$ cat config.mk
export PLATFORM = sky130hd
export DESIGN_NAME = work_dispatch_flat
export DESIGN_NICKNAME = d
export VERILOG_FILES = /design/src/rtl/work_dispatch_pkg.sv /design/src/rtl/work_dispatch_if.sv /design/src/rtl/work_dispatch_load_timeout.sv /design/src/rtl/work_dispatch.sv /design/src/flat_wrapper.sv
export SDC_FILE = /design/constraint.sdc
export NUM_CORES = 1
export LEC_CHECK = 0
export CORE_UTILIZATION = 45
export CTS_BUF_LIST = sky130_fd_sc_hd__clkbuf_16
export DETAILED_ROUTE_END_ITERATION = 8
export PLACE_DENSITY_LB_ADDON = 0.15
export RECOVER_POWER = 100
export SYNTH_ARGS = -nofsm -noshare
export SYNTH_HDL_FRONTEND = slang
export SYNTH_HIERARCHICAL = 1
export SYNTH_SLANG_ARGS = --single-unit
$ cat constraint.sdc
create_clock -name clk -period 3.2 [get_ports clk]
set_input_delay 0.32 -clock clk [delete_from_list [all_inputs] [get_ports clk]]
set_output_delay 0.32 -clock clk [all_outputs]
set_load 0.05 [all_outputs]
$ cat src/rtl/work_dispatch_pkg.sv
// work_pkg: command codes, dispatcher states and write-region selectors
package work_pkg;
  localparam logic [7:0] CMD_LOAD_HDR = 8'h01;
  localparam logic [7:0] CMD_LOAD_TGT = 8'h02;
  localparam logic [7:0] CMD_START    = 8'h03;
  localparam logic [7:0] CMD_ABORT    = 8'h04;
  localparam logic [7:0] CMD_CLR_ERR  = 8'h05;
  localparam logic REGION_HDR = 1'b0;
  localparam logic REGION_TGT = 1'b1;
  typedef enum logic [1:0] {ST_IDLE, ST_LOAD_HDR, ST_LOAD_TGT} dispatch_state_t;
endpackage

$ cat src/rtl/work_dispatch_if.sv
// work_dispatch_if: transceiver byte stream, scrypt core control and work-memory write port
interface work_dispatch_if #(parameter int ADDR_W = 7);
  logic              notify;
  logic [7:0]        command;
  logic [7:0]        rx_out;
  logic              core_busy;
  logic              core_found;
  logic [31:0]       core_nonce;
  logic              wr_en;
  logic              wr_sel;
  logic [ADDR_W-1:0] wr_addr;
  logic [7:0]        wr_data;
  logic              core_start;
  logic              core_abort;
  logic              nonce_ready;
  logic [31:0]       nonce;
  logic              load_err;
  modport master (
    output notify, command, rx_out, core_busy, core_found, core_nonce,
    input  wr_en, wr_sel, wr_addr, wr_data, core_start, core_abort, nonce_ready, nonce, load_err
  );
  modport slave (
    input  notify, command, rx_out, core_busy, core_found, core_nonce,
    output wr_en, wr_sel, wr_addr, wr_data, core_start, core_abort, nonce_ready, nonce, load_err
  );
endinterface

$ cat src/rtl/work_dispatch_load_timeout.sv
// load_timeout: idle-cycle down-counter, reloaded by clr_i, pulses tick_o when it expires
module load_timeout #(
  parameter int CYCLES = 1_000_000
) (
  input  logic clk,
  input  logic n_rst,
  input  logic clr_i,
  input  logic en_i,
  output logic tick_o
);
  localparam int W = (CYCLES > 2) ? $clog2(CYCLES) : 1;
  logic [W-1:0] cnt_q, cnt_d;
  always_comb begin
    cnt_d  = clr_i ? W'(CYCLES - 1) : (en_i && cnt_q != '0) ? cnt_q - 1'b1 : cnt_q;
    tick_o = en_i && !clr_i && cnt_q == '0;
  end
  always_ff @(posedge clk or negedge n_rst)
    if (!n_rst) cnt_q <= '0;
    else cnt_q <= cnt_d;
endmodule

$ cat src/rtl/work_dispatch.sv
// work_dispatch: decodes host command bytes, streams work bytes to the core, latches found nonces
module work_dispatch
  import work_pkg::*;
#(
  parameter int HDR_BYTES      = 76,
  parameter int TGT_BYTES      = 32,
  parameter int TIMEOUT_CYCLES = 1_000_000,
  parameter int ADDR_W         = 7
) (
  input logic           clk,
  input logic           n_rst,
  work_dispatch_if.slave bus
);
  dispatch_state_t   state_q, state_d;
  logic [ADDR_W-1:0] byte_cnt_q, byte_cnt_d, wr_addr_q, wr_addr_d;
  logic [7:0]        wr_data_q, wr_data_d;
  logic [31:0]       nonce_q, nonce_d;
  logic wr_en_q, wr_en_d, wr_sel_q, wr_sel_d, start_q, start_d, abort_q, abort_d;
  logic ready_q, ready_d, err_q, err_d;
  logic loading, last, region, timeout, unused_cmd;
  assign unused_cmd = ^bus.command;
  assign loading = state_q != ST_IDLE;
  assign region  = (state_q == ST_LOAD_TGT) ? REGION_TGT : REGION_HDR;
  assign last    = byte_cnt_q == ((state_q == ST_LOAD_HDR) ? ADDR_W'(HDR_BYTES - 1) : ADDR_W'(TGT_BYTES - 1));
  load_timeout #(.CYCLES(TIMEOUT_CYCLES)) u_timeout (
    .clk   (clk),
    .n_rst (n_rst),
    .clr_i (bus.notify || !loading),
    .en_i  (loading),
    .tick_o(timeout)
  );
  always_comb begin
    state_d    = state_q;
    byte_cnt_d = byte_cnt_q;
    wr_en_d    = 1'b0;
    wr_sel_d   = wr_sel_q;
    wr_addr_d  = wr_addr_q;
    wr_data_d  = wr_data_q;
    start_d    = 1'b0;
    abort_d    = 1'b0;
    err_d      = err_q;
    nonce_d    = bus.core_found ? bus.core_nonce : nonce_q;
    ready_d    = bus.core_found | ready_q;
    if (bus.notify && !loading) begin
      case (bus.rx_out)
        CMD_LOAD_HDR: begin state_d = ST_LOAD_HDR; byte_cnt_d = '0; end
        CMD_LOAD_TGT: begin state_d = ST_LOAD_TGT; byte_cnt_d = '0; end
        CMD_START:    begin start_d = !bus.core_busy; err_d = err_q | bus.core_busy; end
        CMD_ABORT:    abort_d = 1'b1;
        CMD_CLR_ERR:  err_d = 1'b0;
        default:      err_d = 1'b1;
      endcase
    end else if (bus.notify) begin
      wr_en_d    = 1'b1;
      wr_sel_d   = region;
      wr_addr_d  = byte_cnt_q;
      wr_data_d  = bus.rx_out;
      byte_cnt_d = byte_cnt_q + 1'b1;
      state_d    = last ? ST_IDLE : state_q;
    end else if (timeout) begin
      state_d = ST_IDLE;
      err_d   = 1'b1;
    end
    // a clearing command beats a simultaneous core_found: that nonce is dropped
    if (start_d || abort_d) begin
      ready_d = 1'b0;
      nonce_d = start_d ? '0 : nonce_q;
    end
  end
  always_ff @(posedge clk or negedge n_rst)
    if (!n_rst) begin
      state_q    <= ST_IDLE;
      byte_cnt_q <= '0;
      wr_en_q    <= 1'b0;
      wr_sel_q   <= 1'b0;
      wr_addr_q  <= '0;
      wr_data_q  <= '0;
      start_q    <= 1'b0;
      abort_q    <= 1'b0;
      ready_q    <= 1'b0;
      nonce_q    <= '0;
      err_q      <= 1'b0;
    end else begin
      state_q    <= state_d;
      byte_cnt_q <= byte_cnt_d;
      wr_en_q    <= wr_en_d;
      wr_sel_q   <= wr_sel_d;
      wr_addr_q  <= wr_addr_d;
      wr_data_q  <= wr_data_d;
      start_q    <= start_d;
      abort_q    <= abort_d;
      ready_q    <= ready_d;
      nonce_q    <= nonce_d;
      err_q      <= err_d;
    end
  assign bus.wr_en       = wr_en_q;
  assign bus.wr_sel      = wr_sel_q;
  assign bus.wr_addr     = wr_addr_q;
  assign bus.wr_data     = wr_data_q;
  assign bus.core_start  = start_q;
  assign bus.core_abort  = abort_q;
  assign bus.nonce_ready = ready_q;
  assign bus.nonce       = nonce_q;
  assign bus.load_err    = err_q;
endmodule

$ cat src/flat_wrapper.sv
// flat-port wrapper written by rule: the top's interface ports become plain ports
module work_dispatch_flat import work_pkg::*;
#(
  parameter int HDR_BYTES      = 76,
  parameter int TGT_BYTES      = 32,
  parameter int TIMEOUT_CYCLES = 1_000_000,
  parameter int ADDR_W         = 7
)
  (clk, n_rst, bus_notify, bus_command, bus_rx_out, bus_core_busy, bus_core_found, bus_core_nonce, bus_wr_en, bus_wr_sel, bus_wr_addr, bus_wr_data, bus_core_start, bus_core_abort, bus_nonce_ready, bus_nonce, bus_load_err);
  work_dispatch_if #(.ADDR_W(ADDR_W)) bus_i ();
  input logic clk;
  input logic n_rst;
  input wire logic [$bits(bus_i.notify)-1:0] bus_notify;
  input wire logic [$bits(bus_i.command)-1:0] bus_command;
  input wire logic [$bits(bus_i.rx_out)-1:0] bus_rx_out;
  input wire logic [$bits(bus_i.core_busy)-1:0] bus_core_busy;
  input wire logic [$bits(bus_i.core_found)-1:0] bus_core_found;
  input wire logic [$bits(bus_i.core_nonce)-1:0] bus_core_nonce;
  output wire logic [$bits(bus_i.wr_en)-1:0] bus_wr_en;
  output wire logic [$bits(bus_i.wr_sel)-1:0] bus_wr_sel;
  output wire logic [$bits(bus_i.wr_addr)-1:0] bus_wr_addr;
  output wire logic [$bits(bus_i.wr_data)-1:0] bus_wr_data;
  output wire logic [$bits(bus_i.core_start)-1:0] bus_core_start;
  output wire logic [$bits(bus_i.core_abort)-1:0] bus_core_abort;
  output wire logic [$bits(bus_i.nonce_ready)-1:0] bus_nonce_ready;
  output wire logic [$bits(bus_i.nonce)-1:0] bus_nonce;
  output wire logic [$bits(bus_i.load_err)-1:0] bus_load_err;
  assign bus_i.notify = bus_notify;
  assign bus_i.command = bus_command;
  assign bus_i.rx_out = bus_rx_out;
  assign bus_i.core_busy = bus_core_busy;
  assign bus_i.core_found = bus_core_found;
  assign bus_i.core_nonce = bus_core_nonce;
  assign bus_wr_en = bus_i.wr_en;
  assign bus_wr_sel = bus_i.wr_sel;
  assign bus_wr_addr = bus_i.wr_addr;
  assign bus_wr_data = bus_i.wr_data;
  assign bus_core_start = bus_i.core_start;
  assign bus_core_abort = bus_i.core_abort;
  assign bus_nonce_ready = bus_i.nonce_ready;
  assign bus_nonce = bus_i.nonce;
  assign bus_load_err = bus_i.load_err;
  work_dispatch #(.HDR_BYTES(HDR_BYTES), .TGT_BYTES(TGT_BYTES), .TIMEOUT_CYCLES(TIMEOUT_CYCLES), .ADDR_W(ADDR_W)) u_core (.clk(clk), .n_rst(n_rst), .bus(bus_i));
endmodule
==> results of run 1 <==
[area by class of cell]
| class | count | area, sq um | share of cell area (%) |
|---|---|---|---|
| Tap cell | 102 | 128 | 2.61 |
| Clock inverter | 7 | 73.8 | 1.51 |
| Sequential cell | 82 | 2050 | 41.9 |
| Multi-Input combinational cell | 220 | 1400 | 28.5 |
| Antenna cell | 1 | 2.50 | 0.0511 |
| Timing Repair Buffer | 101 | 988 | 20.2 |
| Inverter | 8 | 30.0 | 0.613 |
| Clock buffer | 9 | 225 | 4.60 |
[kinds of logic (layout without fill, tap and decap cells)]
| logic type | after synthesis | count (layout) | synth area share (%) |
|---|---|---|---|
| xor+xnor | 15 | 15 | 3.62 |
| buf+inv | 23 | 125 | 3.24 |
| flops | 82 | 82 | 56.5 |
| fa+ha+maj | 3 | 3 | 1.03 |
| compound gates | 75 | 75 | 16.1 |
| mux | 1 | 1 | 0.379 |
| simple gates | 126 | 126 | 19.1 |
| other cells | 0 | 1 | 0 |
[stage by stage]
stage	worst slack [ns]	std cells	hold WS, ns	total power (W)	util [%]
floorplan	1.16	325	0.0244	0.00185	-
global placement	0.442	513	0.458	0.00220	60.1
detailed placement	0.444	513	0.465	0.00221	60.1
CTS	0.787	529	0.217	0.00326	63.9
global route	0.342	530	0.495	0.00330	63.0
finish	0.522	530	0.470	0.00316	63.0
[cell usage in the layout (no fill, tap or decap), types with 3 or more instances in the layout]
cell type        synthesis  layout
nor4_1                   2       4
nand3b_1                 3       3
xor2_1                  12      12
dfrtp_1                 82      82
dlygate4sd3_1            0      54
inv_1                    7       7
nor3_1                   3       3
clkdlybuf4s50_1          0      42
ha_1                     3       3
nand4_1                  3       3
and3_1                   3       3
inv_6                    0       3
o211ai_1                 3       3
a22o_1                  32      32
o21ai_0                 12      15
nand2_1                 59      59
xnor2_1                  3       3
or3_1                    3       3
clkbuf_16                0       9
a21oi_1                 11      11
nand3_1                  6       6
nor2_1                  18      18
or4_1                    3       3
[routing by layer]
layer	vias up	track usage (%)	part of all wire (%)
met1	1392	26.2	45
met3	12	5.64	5.4
li1	1356	-	-
met5	-	0	0
met4	0	10.2	2.6
met2	63	31.1	47
[registers in the layout, indices dropped and copies added, names as in the netlist]
signal	flops
u_core/bus.core_abort	1
u_core/bus.core_start	1
u_core/bus.load_err	1
u_core/bus.nonce	32
u_core/bus.nonce_ready	1
u_core/bus.wr_addr	7
u_core/bus.wr_data	8
u_core/bus.wr_en	1
u_core/bus.wr_sel	1
u_core/byte_cnt_q	7
u_core/state_q	2
u_core/u_timeout/cnt_q	20
[path summary, 6_finish.rpt]
check	slack, ns	start	cells after the start	end
worst max-delay path	0.52	u_core/state_q[0]$_DFFE_PN0P_	6	u_core/bus.load_err$_DFFE_PN0P_
worst min-delay path	0.47	u_core/bus.wr_addr[5]$_DFFE_PN0P_	2	u_core/bus.wr_addr[5]$_DFFE_PN0P_
worst max register to register	0.52	u_core/state_q[0]$_DFFE_PN0P_	6	u_core/bus.load_err$_DFFE_PN0P_
worst min register to register	0.47	u_core/bus.wr_addr[5]$_DFFE_PN0P_	2	u_core/bus.wr_addr[5]$_DFFE_PN0P_
max in group asynchronous	1.46	n_rst	1	u_core/bus.nonce[14]$_DFFE_PN0P_
min in group asynchronous	0.57	n_rst	1	u_core/u_timeout/cnt_q[7]$_DFFE_PN0P_
[critical path, stage by stage, from the launching register on]
cell	delay (ns)
dfrtp_1	0.46
or2_2	0.38
nand2_1	0.08
clkbuf_1	0.74
inv_2	0.35
or2_4	0.37
a211oi_2	0.21
[power by group]
group / switching, W / internal, W
registers: 0.0000866 / 0.00116
clock network: 0.000420 / 0.000610
logic: 0.000599 / 0.000284
==> impl_metrics.py, run 1 <==
metrics = {
    "status": {
        "status": "finished with violations",
        "violations": "capacitance limit, slew limit",
    },
    "sta": {
        "tightest_slew_ns": 2.01,
        "drv_slew": 83,
        "setup_violations": 0,
        "rsz0062_at_grt": "no",
        "setup_tns_ns": 0,
        "fmax_mhz": 373,
        "hold_viol_final": 0,
        "min_period_ns": 2.68,
        "slew_headroom_pct": -34.2,
        "fin_skew_ns": 0.00652,
        "finalCritPeriodShare_pct": 83.7,
    },
    "route": {
        "routed_wl_um": 8040,
        "vias_per_cell": 5.33,
        "drtIter0Drc": 93,
        "drt-pass1-iter-count": 4,
        "wire_per_inst_um": 15.2,
        "drc": 0,
        "ant_nets": 0,
        "vias": 2823,
    },
    "power": {
        "leakage_nw": 2.15,
        "vdd_drop_max_mv": 0.503,
        "p_per_area_mw_per_mm2": 646,
    },
    "synthesis": {
        "synth-async-reset-ratio_pct": 100,
        "syn_avg_cell_area_sq_um": 11.2,
        "yosysWarnings": 6,
        "synth_common_cells": "dfrtp_1, nand2_1, a22o_1",
        "synth_fp_nets": 381,
        "yosysTopAreaCell": "dfrtp_1",
        "synth_top_area_share_pct": 56.5,
        "synth_flop_cell": "dfrtp_1",
        "seq_area_frac_synth_pct": 56.5,
        "yosysUniqueCellTypes": 55,
        "synth.area.top_cells": "dfrtp_1, a22o_1, nand2_1, xor2_1, nor2_1",
        "syn-instance-count": 325,
        "synth_most_common_cell": "dfrtp_1",
        "syn_area_sq_mm": 0.00363,
        "synth_edf_count": 0,
        "synth-seq-cells": 82,
    },
    "placed_design": {
        "gp_congestion": 0.742,
        "io_buffers": 97,
        "dp_hpwl_um": 5440,
        "post_dp_cell_area_sq_mm": 0.00467,
    },
    "setup_path": {
        "critical_path_arrival_ns": 2.93,
        "required_ns": 3.45,
        "crit_fanout": 21,
        "criticalPathCategory": "reg2reg",
        "worst_setup_path_end_kind": "register",
        "crit_path_start_kind": "register",
    },
    "finish": {
        "final_area_sq_mm": 0.00490,
        "nFillCells": 652,
        "area_growth_pct": 34.9,
        "nNetsFinal": 478,
        "drive_above_1_share_pct": 7.73,
    },
    "clock_tree": {
        "path_clk_slew_ns": 0.06,
        "clk_latency_ns": 0.33,
        "postCtsSetupRepairBufs": 0,
        "holdBufCountCts": 0,
        "cts_resized": 0,
        "cts_tree": "done",
        "clockBufferDepth": 2,
        "cts_buffers": 9,
        "cts-root-buf": "clkbuf_16",
        "htree_levels": 3,
        "clock-sinks": 82,
    },
    "global_route": {
        "gr-total-overflow": 0,
        "grt_max_degree": 83,
        "grt_pass1_vias": 2720,
        "grtUsageTotal_pct": 20.2,
        "grt_pass1_wl_um": 13200,
        "antenna_found_initial": 1,
    },
    "die": {
        "num_rows": 32,
        "die_h_um": 91.8,
        "pin_count": 106,
        "start_util_pct": 46.7,
        "die-area_sq_mm": 0.00843,
        "die_w_um": 91.8,
        "core_area_sq_mm": 0.00777,
    },
    "flow_run": {
        "maxCapViolCount": 1,
    },
    "hold_path": {
        "worstHoldPathType": "reg2reg",
    },
}
Note: power is estimated with default switching activity, not from simulation.
==> inputs of run 2 (changes only) <==
clock period = 2.7 ns   (was 3.2 ns; I/O delays follow)
==> impl_metrics.py, run 2 (same netlist as run 1, synthesis figures left out) <==
metrics = {
    "setup_path": {
        "crit_path_start_kind": "register",
        "crit_fanout": 5,
        "worst_setup_path_end_kind": "register",
        "criticalPathCategory": "reg2reg",
        "critical_path_arrival_ns": 2.49,
        "required_ns": 2.90,
    },
    "flow_run": {
        "maxCapViolCount": 1,
    },
    "sta": {
        "slew_headroom_pct": -35.8,
        "fin_skew_ns": 0.00789,
        "min_period_ns": 2.29,
        "rsz0062_at_grt": "no",
        "drv_slew": 83,
        "hold_viol_final": 0,
        "setup_tns_ns": 0,
        "finalCritPeriodShare_pct": 84.9,
        "setup_violations": 0,
        "tightest_slew_ns": 2.04,
        "fmax_mhz": 436,
    },
    "die": {
        "core_area_sq_mm": 0.00777,
        "num_rows": 32,
        "die-area_sq_mm": 0.00843,
        "start_util_pct": 46.7,
        "pin_count": 106,
        "die_w_um": 91.8,
        "die_h_um": 91.8,
    },
    "power": {
        "p_switching_w": 0.00133,
        "vdd_drop_max_mv": 0.604,
        "leakage_nw": 2.18,
        "power_frac_clock_pct": 34.4,
        "p_per_area_mw_per_mm2": 779,
        "p_seq_share_pct": 38.4,
        "power.internal_w": 0.00254,
        "p_comb_share_pct": 27.2,
        "swShare_pct": 34.3,
    },
    "clock_tree": {
        "postCtsSetupRepairBufs": 0,
        "cts_resized": 0,
        "cts_tree": "done",
        "path_clk_slew_ns": 0.07,
        "htree_levels": 3,
        "clockBufferDepth": 2,
        "cts-root-buf": "clkbuf_16",
        "cts_buffers": 9,
        "clock-sinks": 82,
        "clk_latency_ns": 0.33,
        "holdBufCountCts": 0,
    },
    "placed_design": {
        "gp_congestion": 0.756,
        "io_buffers": 97,
        "dp_hpwl_um": 5310,
        "post_dp_cell_area_sq_mm": 0.00470,
    },
    "finish": {
        "drive_above_1_share_pct": 7.89,
        "layout_commonest_cell": "dfrtp_1",
        "largest_register_ffs": 32,
        "final_cell_mix": "dfrtp_1, nand2_1, dlygate4sd3_1, clkdlybuf4s50_1, a22o_1",
        "area_growth_pct": 36.8,
        "final_area_sq_mm": 0.00496,
        "nNetsFinal": 482,
    },
    "global_route": {
        "grt_pass1_vias": 2811,
        "grt_pass1_wl_um": 13600,
        "grtUsageTotal_pct": 20.5,
        "antenna_found_initial": 1,
        "grt_max_degree": 83,
        "gr-total-overflow": 0,
    },
    "route": {
        "vias": 2813,
        "wire_per_inst_um": 15.1,
        "drc": 0,
        "drt-pass1-iter-count": 4,
        "ant_nets": 0,
        "routed_wl_um": 8050,
        "vias_per_cell": 5.27,
        "drtIter0Drc": 118,
    },
    "status": {
        "violations": "capacitance limit, slew limit",
        "status": "finished with violations",
    },
    "hold_path": {
        "worstHoldPathType": "reg2reg",
    },
}
-- run 2: cell types whose count changed in the layout (fill, tap and decap cells not counted), moves of 2 or more --
cell     change
or4_1        +2
or4_4        -2
o21ai_1      +2
o21ai_0      -2
inv_1        +2
buf_4        +4
-- run 2: power by group through the flow --
| stage | registers [W] | logic, W | clock network, W |
|---|---|---|---|
| floorplan | 0.00194 | 0.000256 | 0 |
| CTS | 0.00149 | 0.00112 | 0.00135 |
| finish | 0.00148 | 0.00105 | 0.00133 |
| global route | 0.00151 | 0.00111 | 0.00140 |
| global placement | 0.00151 | 0.00110 | 0 |
| detailed placement | 0.00151 | 0.00111 | 0 |
-- run 2: final timing paths --
path | slack, ns | cells after the start | startpoint | endpoint
setup / recovery | 0.41 | 7 | u_core/u_timeout/cnt_q[8]$_DFFE_PN0P_ | u_core/state_q[1]$_DFFE_PN0P_
hold / removal | 0.47 | 2 | u_core/bus.wr_addr[6]$_DFFE_PN0P_ | u_core/bus.wr_addr[6]$_DFFE_PN0P_
setup reg to reg | 0.41 | 7 | u_core/u_timeout/cnt_q[8]$_DFFE_PN0P_ | u_core/state_q[1]$_DFFE_PN0P_
hold reg to reg | 0.47 | 2 | u_core/bus.wr_addr[6]$_DFFE_PN0P_ | u_core/bus.wr_addr[6]$_DFFE_PN0P_
max in group asynchronous | 0.99 | 1 | n_rst | u_core/u_timeout/cnt_q[15]$_DFFE_PN0P_
min in group asynchronous | 0.53 | 1 | n_rst | u_core/u_timeout/cnt_q[14]$_DFFE_PN0P_
-- run 2: area by class of cell --
cell class              count  area [sq um]
well taps                 102           128
flip-flops and latches     82          2050
clock buffers               9           225
repair buffers            105          1020
multi-input cells         220          1410
diodes                      1          2.50
fillers                   655          2800
inverters                   8          30.0
clock inverters             7          98.8
-- run 2: critical path: stages (launching register included) --
cell and delay [ns]:
dfrtp_1 0.41, or4_1 0.63, or3_1 0.46, nor2_1 0.15, and3_1 0.17, nor2_1 0.08
a32oi_1 0.17, o21ai_0 0.11
-- run 2: stage by stage --
stage / cells / util, % / hold WS [ns] / total power (W) / setup slack (ns)
final: 534 / 63.9 / 0.472 / 0.00387 / 0.407
after global routing: 534 / 63.9 / 0.498 / 0.00402 / 0.291
after CTS: 533 / 64.7 / 0.166 / 0.00396 / 0.486
after detailed placement: 517 / 60.5 / 0.465 / 0.00262 / 0.500
after global placement: 517 / 60.5 / 0.457 / 0.00261 / 0.522
after floorplan: 325 / - / -0.0256 / 0.00220 / 0.664
-- run 2: routing by layer --
layer  vias to the layer above  global-route usage (%)  routed length (um)  part of all wire (%)
met4                         0                    9.24                 141                   1.8
met2                        65                    32.1                3900                    48
met5                         -                       0                   0                     0
met1                      1374                    27.0                3610                    45
li1                       1364                       -                   -                     -
met3                        10                    5.14                 402                   5.0
==> inputs of run 3 (changes only) <==
CORE_UTILIZATION = 43   (was 45)
clock period = 1.9 ns   (was 2.7 ns; I/O delays follow)
==> impl_metrics.py, run 3 (same netlist as run 1, synthesis figures left out) <==
metrics = {
    "status": {
        "status": "finished with violations",
        "violations": "setup timing",
    },
    "sta": {
        "hold_viol_final": 0,
        "finalWorstSetupSlack_ns": -0.0651,
        "slew_headroom_pct": 36.3,
        "fmax_mhz": 509,
        "fin_skew_ns": 0.00493,
        "fin_hold_ws_ns": 0.455,
        "finalCritPeriodShare_pct": 103,
        "min_period_ns": 1.97,
        "setup_violations": 12,
        "tightest_slew_ns": 0.956,
        "drv_slew": 0,
        "rsz0062_at_grt": "yes",
    },
    "finish": {
        "largest_register_ffs": 32,
        "nNetsFinal": 516,
        "final_cell_mix": "clkdlybuf4s50_1, dfrtp_1, nand2_1, a22o_1, buf_4",
        "area_growth_pct": 46.9,
        "seqCellArea_sq_mm": 0.00205,
        "multi_input_area_sq_mm": 0.00152,
        "drive_above_1_share_pct": 18.7,
        "n_antenna_cell": 0,
        "nFillCells": 670,
        "final_area_sq_mm": 0.00533,
        "layout_commonest_cell": "clkdlybuf4s50_1",
        "finalNonFillerCells": 570,
    },
    "route": {
        "wire_per_inst_um": 14.7,
        "routed_wl_um": 8390,
        "vias": 2950,
        "drtIter0Drc": 82,
        "vias_per_cell": 5.18,
        "drt-pass1-iter-count": 4,
        "ant_nets": 0,
        "drc": 0,
    },
    "clock_tree": {
        "clockBufferDepth": 2,
        "clock-sinks": 82,
        "htree_levels": 3,
        "clk_latency_ns": 0.33,
        "cts-root-buf": "clkbuf_16",
        "cts_tree": "done",
        "path_clk_slew_ns": 0.06,
        "cts_buffers": 9,
    },
    "die": {
        "die_w_um": 93.9,
        "die_h_um": 93.9,
        "start_util_pct": 44.4,
        "die-area_sq_mm": 0.00881,
        "core_area_sq_mm": 0.00818,
        "num_rows": 33,
        "pin_count": 106,
    },
    "setup_path": {
        "crit_path_start_kind": "register",
        "criticalPathCategory": "reg2reg",
        "cpLargestDelayFamily": "simple AND/OR/NAND/NOR gates",
        "slowest_delay_ns": 0.54,
        "required_ns": 2.14,
        "critical_path_arrival_ns": 2.21,
        "worst_path_max_delay_cell": "or4_4",
        "crit_fanout": 3,
        "worstPathCellList": "or4_4 -> or3_4 -> nor2_4 -> and3_4 -> nor2_2 -> o2bb2ai_1 -> a211oi_2",
        "worst_setup_path_end_kind": "register",
        "critical_path_buf_inv_count": 0,
    },
    "flow_run": {
        "maxCapViolCount": 0,
    },
    "placed_design": {
        "io_buffers": 97,
        "dp.cells": 549,
        "post_dp_cell_area_sq_mm": 0.00496,
        "dp_hpwl_um": 5820,
        "gp_congestion": 0.783,
    },
    "hold_path": {
        "worstHoldPathType": "in2reg",
    },
    "global_route": {
        "busiest_layer": "met2",
        "antenna_found_initial": 0,
        "grt_use_met1_pct": 26.5,
        "grt_pass1_vias": 2940,
        "grt_max_degree": 40,
        "grtUsageTotal_pct": 20.4,
        "use_met2_pct": 32.7,
        "grt_pass1_wl_um": 13900,
        "gr-total-overflow": 0,
        "met3_usage_pct": 5.02,
    },
    "power": {
        "p_per_area_mw_per_mm2": 1030,
        "vdd_drop_max_mv": 0.743,
        "leakage_nw": 2.31,
        "total_power_w": 0.00549,
    },
}
[run 3: cell types whose count changed in the layout (fill, tap and decap cells not counted), sizes merged]
cell           change
clkdlybuf4s50     +55
bufinv             -1
dlygate4sd3       -54
inv                -1
clkbuf             +5
diode              -1
clkinv             +2
buf               +28
[run 3: report_power, final]
| part | internal [W] | leakage (nW) | switching (W) |
|---|---|---|---|
| registers | 0.00196 | 0.992 | 0.000147 |
| clock network | 0.00103 | 0.148 | 0.000720 |
| logic | 0.000594 | 1.17 | 0.00104 |
| total | 0.00358 | 2.31 | 0.00191 |
[run 3: final timing paths]
path / start / end / slack (ns) / cells past startpoint
max: u_core/u_timeout/cnt_q[9]$_DFFE_PN0P_ / u_core/bus.load_err$_DFFE_PN0P_ / -0.07 / 7
max reg2reg: u_core/u_timeout/cnt_q[9]$_DFFE_PN0P_ / u_core/bus.load_err$_DFFE_PN0P_ / -0.07 / 7
min in group asynchronous: n_rst / u_core/u_timeout/cnt_q[4]$_DFFE_PN0P_ / 0.56 / 2
min reg2reg: u_core/bus.wr_addr[5]$_DFFE_PN0P_ / u_core/bus.wr_addr[5]$_DFFE_PN0P_ / 0.47 / 2
max in group asynchronous: n_rst / u_core/u_timeout/cnt_q[16]$_DFFE_PN0P_ / 0.28 / 3
min: bus_core_nonce[13] / u_core/bus.nonce[13]$_DFFE_PN0P_ / 0.46 / 2
[run 3: layout make-up]
cell class,count,share of cell area [%]
sequential,82,38.5
multi-input combinational,220,28.5
timing repair buffer,139,24.4
clock buffer,9,4.22
tap,105,2.46
clock inverter,7,1.38
inverter,8,0.563
[run 3: stage by stage]
step	worst slack [ns]	utilization, %	TNS, ns
global placement	-0.0818	60.7	-0.897
floorplan	-0.0910	-	-0.263
detailed placement	-0.120	60.7	-1.54
finish	-0.0651	65.2	-0.433
global route	-0.166	65.2	-1.85
CTS	-0.0745	64.7	-0.415
[run 3: layer usage]
metal,part of all wire (%),wire length [um]
met5,0,0
met4,1.8,150
met3,4.6,383
met2,50,4190
met1,44,3660
[run 3: timing repair]
| item | in CTS | in global routing |
|---|---|---|
| buffers inserted | 0 | 4 |
| gates resized for setup | 4 | 10 |
| setup endpoints to repair | 16 | 16 |
| pin swaps | 4 | 9 |
| endpoints found under the hold margin | 37 | 0 |
| hold buffers | 1 | 0 |
